**config.mk**
```make
export PLATFORM = sky130hd
export DESIGN_NAME = comporta_multi_uc
export DESIGN_NICKNAME = d
export VERILOG_FILES = /design/src/rtl/comporta_multi_uc.sv
export SDC_FILE = /design/constraint.sdc
export NUM_CORES = 1
export LEC_CHECK = 0
export CORE_MARGIN = 2
export CORE_UTILIZATION = 52
export DETAILED_ROUTE_END_ITERATION = 12
export GPL_ROUTABILITY_DRIVEN = 0
export PLACE_DENSITY_LB_ADDON = 0.12
export SLEW_MARGIN = 20
export SYNTH_ARGS = -nofsm -noshare
export SYNTH_HDL_FRONTEND = slang
export SYNTH_SLANG_ARGS = --single-unit
```
**constraint.sdc**
```tcl
create_clock -name clock -period 2.2 [get_ports clock]
set_input_delay 0.44 -clock clock [delete_from_list [all_inputs] [get_ports clock]]
set_output_delay 0.44 -clock clock [all_outputs]
set_load 0.05 [all_outputs]
```
**src/rtl/comporta_multi_uc.sv**
```systemverilog
// comporta_multi_uc: reversible gate ramp controller with internal step timer.
// Define COMPORTA_AUTO_FECHA_EN to auto-close after HOLD_CYC cycles fully open.
module comporta_multi_uc #(
    parameter int MAX_POS      = 7,
    parameter int POS_W        = 3,
    parameter int INTERVAL_CYC = 1000,
    parameter int CNT_W        = 10,
    parameter int HOLD_CYC     = 5000
) (
    input  logic             clock,
    input  logic             reset,
    input  logic             abrir,
    input  logic             comando,
    input  logic             peso_max_zero,
    output logic [POS_W-1:0] posicao,
    output logic             aberta,
    output logic             fechada,
    output logic             movendo,
    output logic [3:0]       db_estado
);

    localparam logic [2:0] INICIAL  = 3'd0;
    localparam logic [2:0] PREPARA  = 3'd1;
    localparam logic [2:0] ABRINDO  = 3'd2;
    localparam logic [2:0] ABERTA   = 3'd3;
    localparam logic [2:0] FECHANDO = 3'd4;

    localparam logic [POS_W-1:0] POS_MAX = POS_W'(MAX_POS);
    localparam logic [CNT_W-1:0] CNT_FIM = CNT_W'(INTERVAL_CYC - 1);

    if (MAX_POS < 1 || (2 ** POS_W) <= MAX_POS || INTERVAL_CYC < 2 ||
        (2 ** CNT_W) < INTERVAL_CYC || HOLD_CYC < 1) begin : gParamInvalido
        $error("comporta_multi_uc: invalid parameter set");
    end

    logic [2:0]       estado;
    logic [2:0]       estadoProx;
    logic [POS_W-1:0] posicaoProx;
    logic [POS_W-1:0] posSobe;
    logic [POS_W-1:0] posDesce;
    logic [CNT_W-1:0] contador;
    logic [CNT_W-1:0] contadorProx;
    logic             podeBase;
    logic             podeAbrir;
    logic             fimIntervalo;

    assign podeBase     = abrir && (comando || !peso_max_zero);
    assign fimIntervalo = (contador == CNT_FIM);
    assign posSobe      = posicao + 1'b1;
    assign posDesce     = posicao - 1'b1;

`ifdef COMPORTA_AUTO_FECHA_EN
    localparam int HOLD_W = $clog2(HOLD_CYC + 1);
    localparam logic [HOLD_W-1:0] HOLD_FIM = HOLD_W'(HOLD_CYC - 1);

    logic [HOLD_W-1:0] espera;
    logic              abrirAnt;
    logic              bloqueado;
    logic              autoFecha;

    assign autoFecha = (estado == ABERTA) && (espera == HOLD_FIM);
    // after an auto-close only a fresh rising edge of abrir may reopen
    assign podeAbrir = podeBase && (!bloqueado || !abrirAnt);

    always_ff @(posedge clock or posedge reset) begin
        if (reset) begin
            espera    <= '0;
            abrirAnt  <= 1'b0;
            bloqueado <= 1'b0;
        end else begin
            abrirAnt <= abrir;
            espera   <= (estado == ABERTA) ? espera + 1'b1 : '0;
            if (autoFecha && abrir) begin
                bloqueado <= 1'b1;
            end else if (!abrir) begin
                bloqueado <= 1'b0;
            end
        end
    end
`else
    assign podeAbrir = podeBase;
`endif

    always_comb begin
        estadoProx   = estado;
        posicaoProx  = posicao;
        contadorProx = contador;
        case (estado)
            INICIAL: begin
                posicaoProx  = '0;
                contadorProx = '0;
                if (podeAbrir) begin
                    estadoProx = PREPARA;
                end
            end
            PREPARA: begin
                contadorProx = '0;
                estadoProx   = ABRINDO;
            end
            ABRINDO: begin
                if (!abrir) begin
                    estadoProx   = FECHANDO;
                    contadorProx = '0;
                end else if (posicao >= POS_MAX) begin
                    // reopened from FECHANDO before leaving the top position
                    estadoProx   = ABERTA;
                    contadorProx = '0;
                end else if (fimIntervalo) begin
                    contadorProx = '0;
                    posicaoProx  = posSobe;
                    if (posSobe == POS_MAX) begin
                        estadoProx = ABERTA;
                    end
                end else begin
                    contadorProx = contador + 1'b1;
                end
            end
            ABERTA: begin
                posicaoProx  = POS_MAX;
                contadorProx = '0;
                if (!abrir) begin
                    estadoProx = FECHANDO;
                end
`ifdef COMPORTA_AUTO_FECHA_EN
                else if (autoFecha) begin
                    estadoProx = FECHANDO;
                end
`endif
            end
            FECHANDO: begin
                if (podeAbrir) begin
                    estadoProx   = ABRINDO;
                    contadorProx = '0;
                end else if (posicao == '0) begin
                    estadoProx   = INICIAL;
                    contadorProx = '0;
                end else if (fimIntervalo) begin
                    contadorProx = '0;
                    posicaoProx  = posDesce;
                    if (posDesce == '0) begin
                        estadoProx = INICIAL;
                    end
                end else begin
                    contadorProx = contador + 1'b1;
                end
            end
            default: begin
                estadoProx   = INICIAL;
                posicaoProx  = '0;
                contadorProx = '0;
            end
        endcase
    end

    always_ff @(posedge clock or posedge reset) begin
        if (reset) begin
            estado   <= INICIAL;
            posicao  <= '0;
            contador <= '0;
        end else begin
            estado   <= estadoProx;
            posicao  <= posicaoProx;
            contador <= contadorProx;
        end
    end

    assign fechada = (posicao == '0);

    always_comb begin
        aberta    = (estado == ABERTA);
        movendo   = (estado == ABRINDO) || (estado == FECHANDO);
        db_estado = 4'hF;
        case (estado)
            INICIAL, PREPARA, ABRINDO, ABERTA, FECHANDO:
                db_estado = {1'b0, estado};
            default:
                db_estado = 4'hF;
        endcase
    end

endmodule

```
## Word level (Yosys, flattened, before mapping)

Index checks and enable logic that the tools add are counted.

- Logic and storage cells: 61
- Register bits after elaboration: 16
- Input bits: 5

- Order comparisons: 1
- Reduce and logical (&&, ||, !) cells: 10
- Equality and inequality tests: 18
- Add/subtract/negate cells: 3
- Bitwise logic cells: 1
- Muxes and demuxes: 25

Operator list:

| cell | count |
|---|---|
| two-way mux 10 bit | 5 |
| two-way mux 3 bit | 16 |
| one-hot mux 10 bit (2 select lines) | 1 |
| != test 2 bit (second input constant) | 8 |
| != test 4 bit (second input constant) | 4 |
| one-hot mux 3 bit (5 select lines) | 1 |
| one-hot mux 3 bit (4 select lines) | 1 |
| adder 10 x 1 -> 10 bit (second input constant) | 1 |
| == test 10 bit (second input constant) | 1 |
| logical NOT 3 bit | 3 |
| AND reduction 7 bit | 1 |
| == test 3 x 2 -> 1 bit (second input constant) | 2 |
| == test 3 bit (second input constant) | 2 |
| AND reduction 6 bit | 1 |
| OR reduction 5 bit | 1 |
| two-way mux 4 bit | 1 |
| adder 3 x 1 -> 3 bit (second input constant) | 1 |
| == test 3 x 1 -> 1 bit (second input constant) | 1 |
| >= comparator 3 bit (second input constant) | 1 |
| subtractor 3 x 1 -> 3 bit (second input constant) | 1 |
| logical OR 1 bit | 2 |
| logical AND 1 bit | 1 |
| logical NOT 1 bit | 1 |
| NOT 1 bit | 1 |

## Longest topological paths before layout

- Word-level depth: 7
- Gate-level depth with buffers: 7

## Worst setup path after synthesis

Ideal clock, no wire load.

- Path type: flip-flop to flip-flop
- Start point: reg posicao[0]
- End point: reg posicao[2]
- Setup time: 0.128 ns
- Arrival time: 2.402 ns
- Stages on the path, launching flop included: 8
- Buffers on the path: 0
- Setup slack: -0.330 ns
- Data required time: 2.072 ns
- Cells stage by stage: dfrtp_1 -> inv_1 -> ha_1 -> nor2b_1 -> a21o_1 -> a21oi_1 -> o21ai_2 -> mux2_1

RTL lines:

| item | line | RTL |
|---|---|---|
| start, declared | 15 | `output logic [POS_W-1:0] posicao,` |
| start signal, assigned | 162 | `posicao <= posicaoProx;` |
| logical NOT 3 bit | -- |  |
| named net fechada | 17 | `output logic fechada,` |
| != test 2 bit (no source line) | -- |  |
| AND reduction 7 bit (no source line) | -- |  |

The timed path passes the listed nets, and every way through them passes these cells. The select of a mux whose other input is x is not followed.
A chain may end at the register's enable or synchronous reset.

## Worst setup path in the final report

- Start point: reg posicao[2]
- End point: out posicao[2]

No word-level cell between the ends.

==> summary.md <==
| Metric | Value |
|---|---|
| Rel. slew slack | `61.0%` |
| Global-route wire length before repair | `3090 microns` |
| Slowest-stage cell, CP | `clkdlybuf4s50_1` |
| Proportion of power drawn by combinational gates | `63.6%` |
| Clock Pin Slew Worst Setup and Hold Paths | `0.08 ns` |
| Final setup TNS | `0 ns` |
| Status | `complete, no violations` |
| Switching power | `853 uW` |
| Unrepaired setup endpoints after global routing | `false` |
| I/O pins | `15` |
| Core area | `0.00175 sq mm` |
| Clock Skew | `0.00358 ns` |
| Min-delay src | `contador[0]$_DFF_PP0_` |
| Number of max-cap violations | `0` |
| Setup Viol. Count Final | `0` |
| Synth warnings | `0` |
| H-tree levels | `1` |
| Placed cell area | `0.00115 sq mm` |
| GRT Total Usage | `20.2%` |
| Final std cells w/o fill | `144` |
| Seq/Total Area, Yosys | `41.2%` |
| DR iter-0 viols | `6` |
| Via density | `5.31` |
| Int Power | `856 uW` |
| Post-DP HPWL | `1430 microns` |
| Worst Max-Slew Pin Slew | `0.584 ns` |
| ANT cells | `0` |
| Post-CTS setup buffer count | `0` |
| Critical path type | `reg2out` |
| Switching part of the total power | `49.9%` |
| Post-synth EDFFs | `0` |
| CTS Sinks | `16` |
| Port Buffers | `14` |
| Final WL | `1870 microns` |
| Yosys cell types | `32` |
| Via count | `764` |
| Largest delay share family, worst path | `buffers and inverters` |
| Power share of the clock group | `8.8%` |
| Final Max Slew Viols | `0` |
| Vias in the first global route | `698` |
| Largest net degree at the start of global routing | `17` |
| Final Hold Fails | `0` |
| Crit end category | `output port` |
| FF-to-FF Start | `posicao[0]$_DFFE_PP0P_` |
| DP Cell Count | `141` |
| Reg2Reg Depth | `6` |
| Fmax | `480 MHz` |
| Synth Register Bits | `16` |
| Maximum VDD drop | `1.18 mV` |
| Crit-path cells | `clkdlybuf4s50_1` |
| CTS buffer count | `3` |
| WL/cell | `13.0 microns` |
| # DRC | `0` |
| CTS-repair resized insts | `0` |
| Fraction of layout cells with a size suffix above 1 | `13.4%` |
| CP Depth | `1` |
| CP bufs+invs | `1` |
| Post-DRT Antenna Nets | `0` |
| Clk buf depth | `2` |
| Synth-to-layout area growth | `21.1%` |
| Clk_lat worst skew | `0.28 ns` |
| CTS tree | `yes` |
| Design Area, Final | `0.00118 sq mm` |
| Minimum clock period | `2.08 ns` |
| Antenna violations before repair | `0` |
| Die height | `47.2 microns` |
| CP Max Fanout | `6` |
| Register share of total power | `27.6%` |
| Critical Path AT | `1.64 ns` |
| Row cnt | `15` |
| Chip width | `47.2 microns` |
| Gate count of the mapped netlist | `104` |
| Setup crit start | `posicao[2]$_DFFE_PP0P_` |
| CP Data Required Time | `1.76 ns` |
| Congestion Overflow GR | `0` |
| Final critical-path share of the clock period | `94.6%` |
| Drt pass-1 iters | `4` |
| Pwr per Cell Area | `1450 mW/mm^2` |
| Critical Path Start Type | `register` |
| Critical Path Max Stage Delay | `0.86 ns` |
| Leakage | `0.000544 uW` |
| Async SR Flop Fraction | `100%` |
| Ys flop type | `dfrtp_1` |
| Nets | `133` |
| Cell area after synthesis | `971 sq um` |
| Initial cell density of the core | `55.6%` |
| Hold Path Class | `reg2reg` |
| Net Count, Synth | `116` |
| Syn Area/Cell | `9.34 sq um` |
| Area of the die | `0.00223 sq mm` |
| Hold path cells | `1` |
| Root buffer cell | `clkbuf_4` |
| CTS Hold Buffers Added | `0` |
[logic make-up after synthesis]
logic type | synth area share (%)
XOR/XNOR | 8.12
multiplexers | 4.51
flip-flops | 41.2
AND/OR/NAND/NOR | 21.9
buffers and inverters | 3.35
adder cells (fa/ha/maj) | 9.02
AO/OA/AOI/OAI | 11.9
[worst register-to-register path: cells and delay by family, from the launching register on]
family                     cells  cell delay (ns)
DFF                            1             0.45
adders and majority gates      2             0.42
AOI/OAI and AO/OA              2             0.36
and+or+nand+nor                2             0.47
[synthesized netlist by cell type, types with 2 or more instances]
| cell type | instances | area, sq um |
|---|---|---|
| nand2b_1 | 4 | 25.0 |
| ha_1 | 7 | 87.6 |
| nor2_1 | 20 | 75.1 |
| o21ai_0 | 2 | 10.0 |
| and3_1 | 4 | 25.0 |
| mux2_1 | 3 | 33.8 |
| nor2b_1 | 2 | 12.5 |
| xnor2_1 | 5 | 43.8 |
| xor2_1 | 4 | 35.0 |
| nor3_1 | 2 | 10.0 |
| o21ai_1 | 2 | 10.0 |
| nand3_1 | 5 | 25.0 |
| buf_2 | 2 | 10.0 |
| inv_1 | 5 | 18.8 |
| a21o_1 | 3 | 22.5 |
| dfrtp_1 | 16 | 400 |
| nand2_1 | 3 | 11.3 |
[cell usage in the layout, fill, tap and decap left out, types with 4 or more instances in the layout]
| master | synthesis | routed |
|---|---|---|
| clkdlybuf4s50_1 | 0 | 8 |
| xor2_1 | 4 | 4 |
| nor2_1 | 20 | 20 |
| buf_4 | 0 | 5 |
| ha_1 | 7 | 7 |
| nand3_1 | 5 | 5 |
| dfrtp_1 | 16 | 16 |
| inv_1 | 5 | 5 |
| nand2b_1 | 4 | 4 |
| xnor2_1 | 5 | 5 |
| and3_1 | 4 | 4 |
[power groups by stage]
stage          sequential (uW)  combinational, uW  clock (uW)
2_1_floorplan              483                759           0
3_3_place_gp               476               1070           0
3_5_place_dp               474               1090           0
4_1_cts                    470               1090         159
5_1_grt                    485               1170         171
6_report                   471               1090         151
[state kept, by name (all words and copies together) (netlist names)]
register	count
posicao	3
contador	10
estado	3
[metal layers]
layer  track usage [%]  wire length, microns  vias to the layer above
li1                  -                     -                      387
met1              28.5                   920                      359
met2              29.6                   869                       16
met3              5.77                    65                        2
met4              6.67                    14                        0
met5                 0                     0                        -
[final timing paths]
path | endpoint | slack (ns)
max in group asynchronous | contador[2]$_DFF_PP0_ | 1.31
worst max-delay path | posicao[2] | 0.12
worst min register to register | contador[0]$_DFF_PP0_ | 0.46
worst min-delay path | contador[0]$_DFF_PP0_ | 0.46
min in group asynchronous | contador[6]$_DFF_PP0_ | 0.51
worst max register to register | estado[0]$_DFFE_PP0P_ | 0.41
[metrics by stage]
step / util, % / hold WS [ns] / setup slack, ns / power, uW
after floorplan: - / 0.354 / 0.0729 / 1240
after global placement: 66.1 / 0.450 / 0.299 / 1550
after detailed placement: 66.1 / 0.453 / 0.262 / 1570
after CTS: 67.4 / 0.465 / 0.0999 / 1720
after global routing: 67.4 / 0.478 / 0.0553 / 1830
final: 67.4 / 0.461 / 0.118 / 1710
[area by class of cell]
| type | instances | area, sq um |
|---|---|---|
| fill | 158 | 569 |
| clock buffer | 3 | 22.5 |
| timing repair buffer | 15 | 158 |
| multi-input combinational | 80 | 546 |
| tap | 25 | 31.3 |
| sequential | 16 | 400 |
| inverter | 5 | 18.8 |
(Power assumes the default switching activity.)
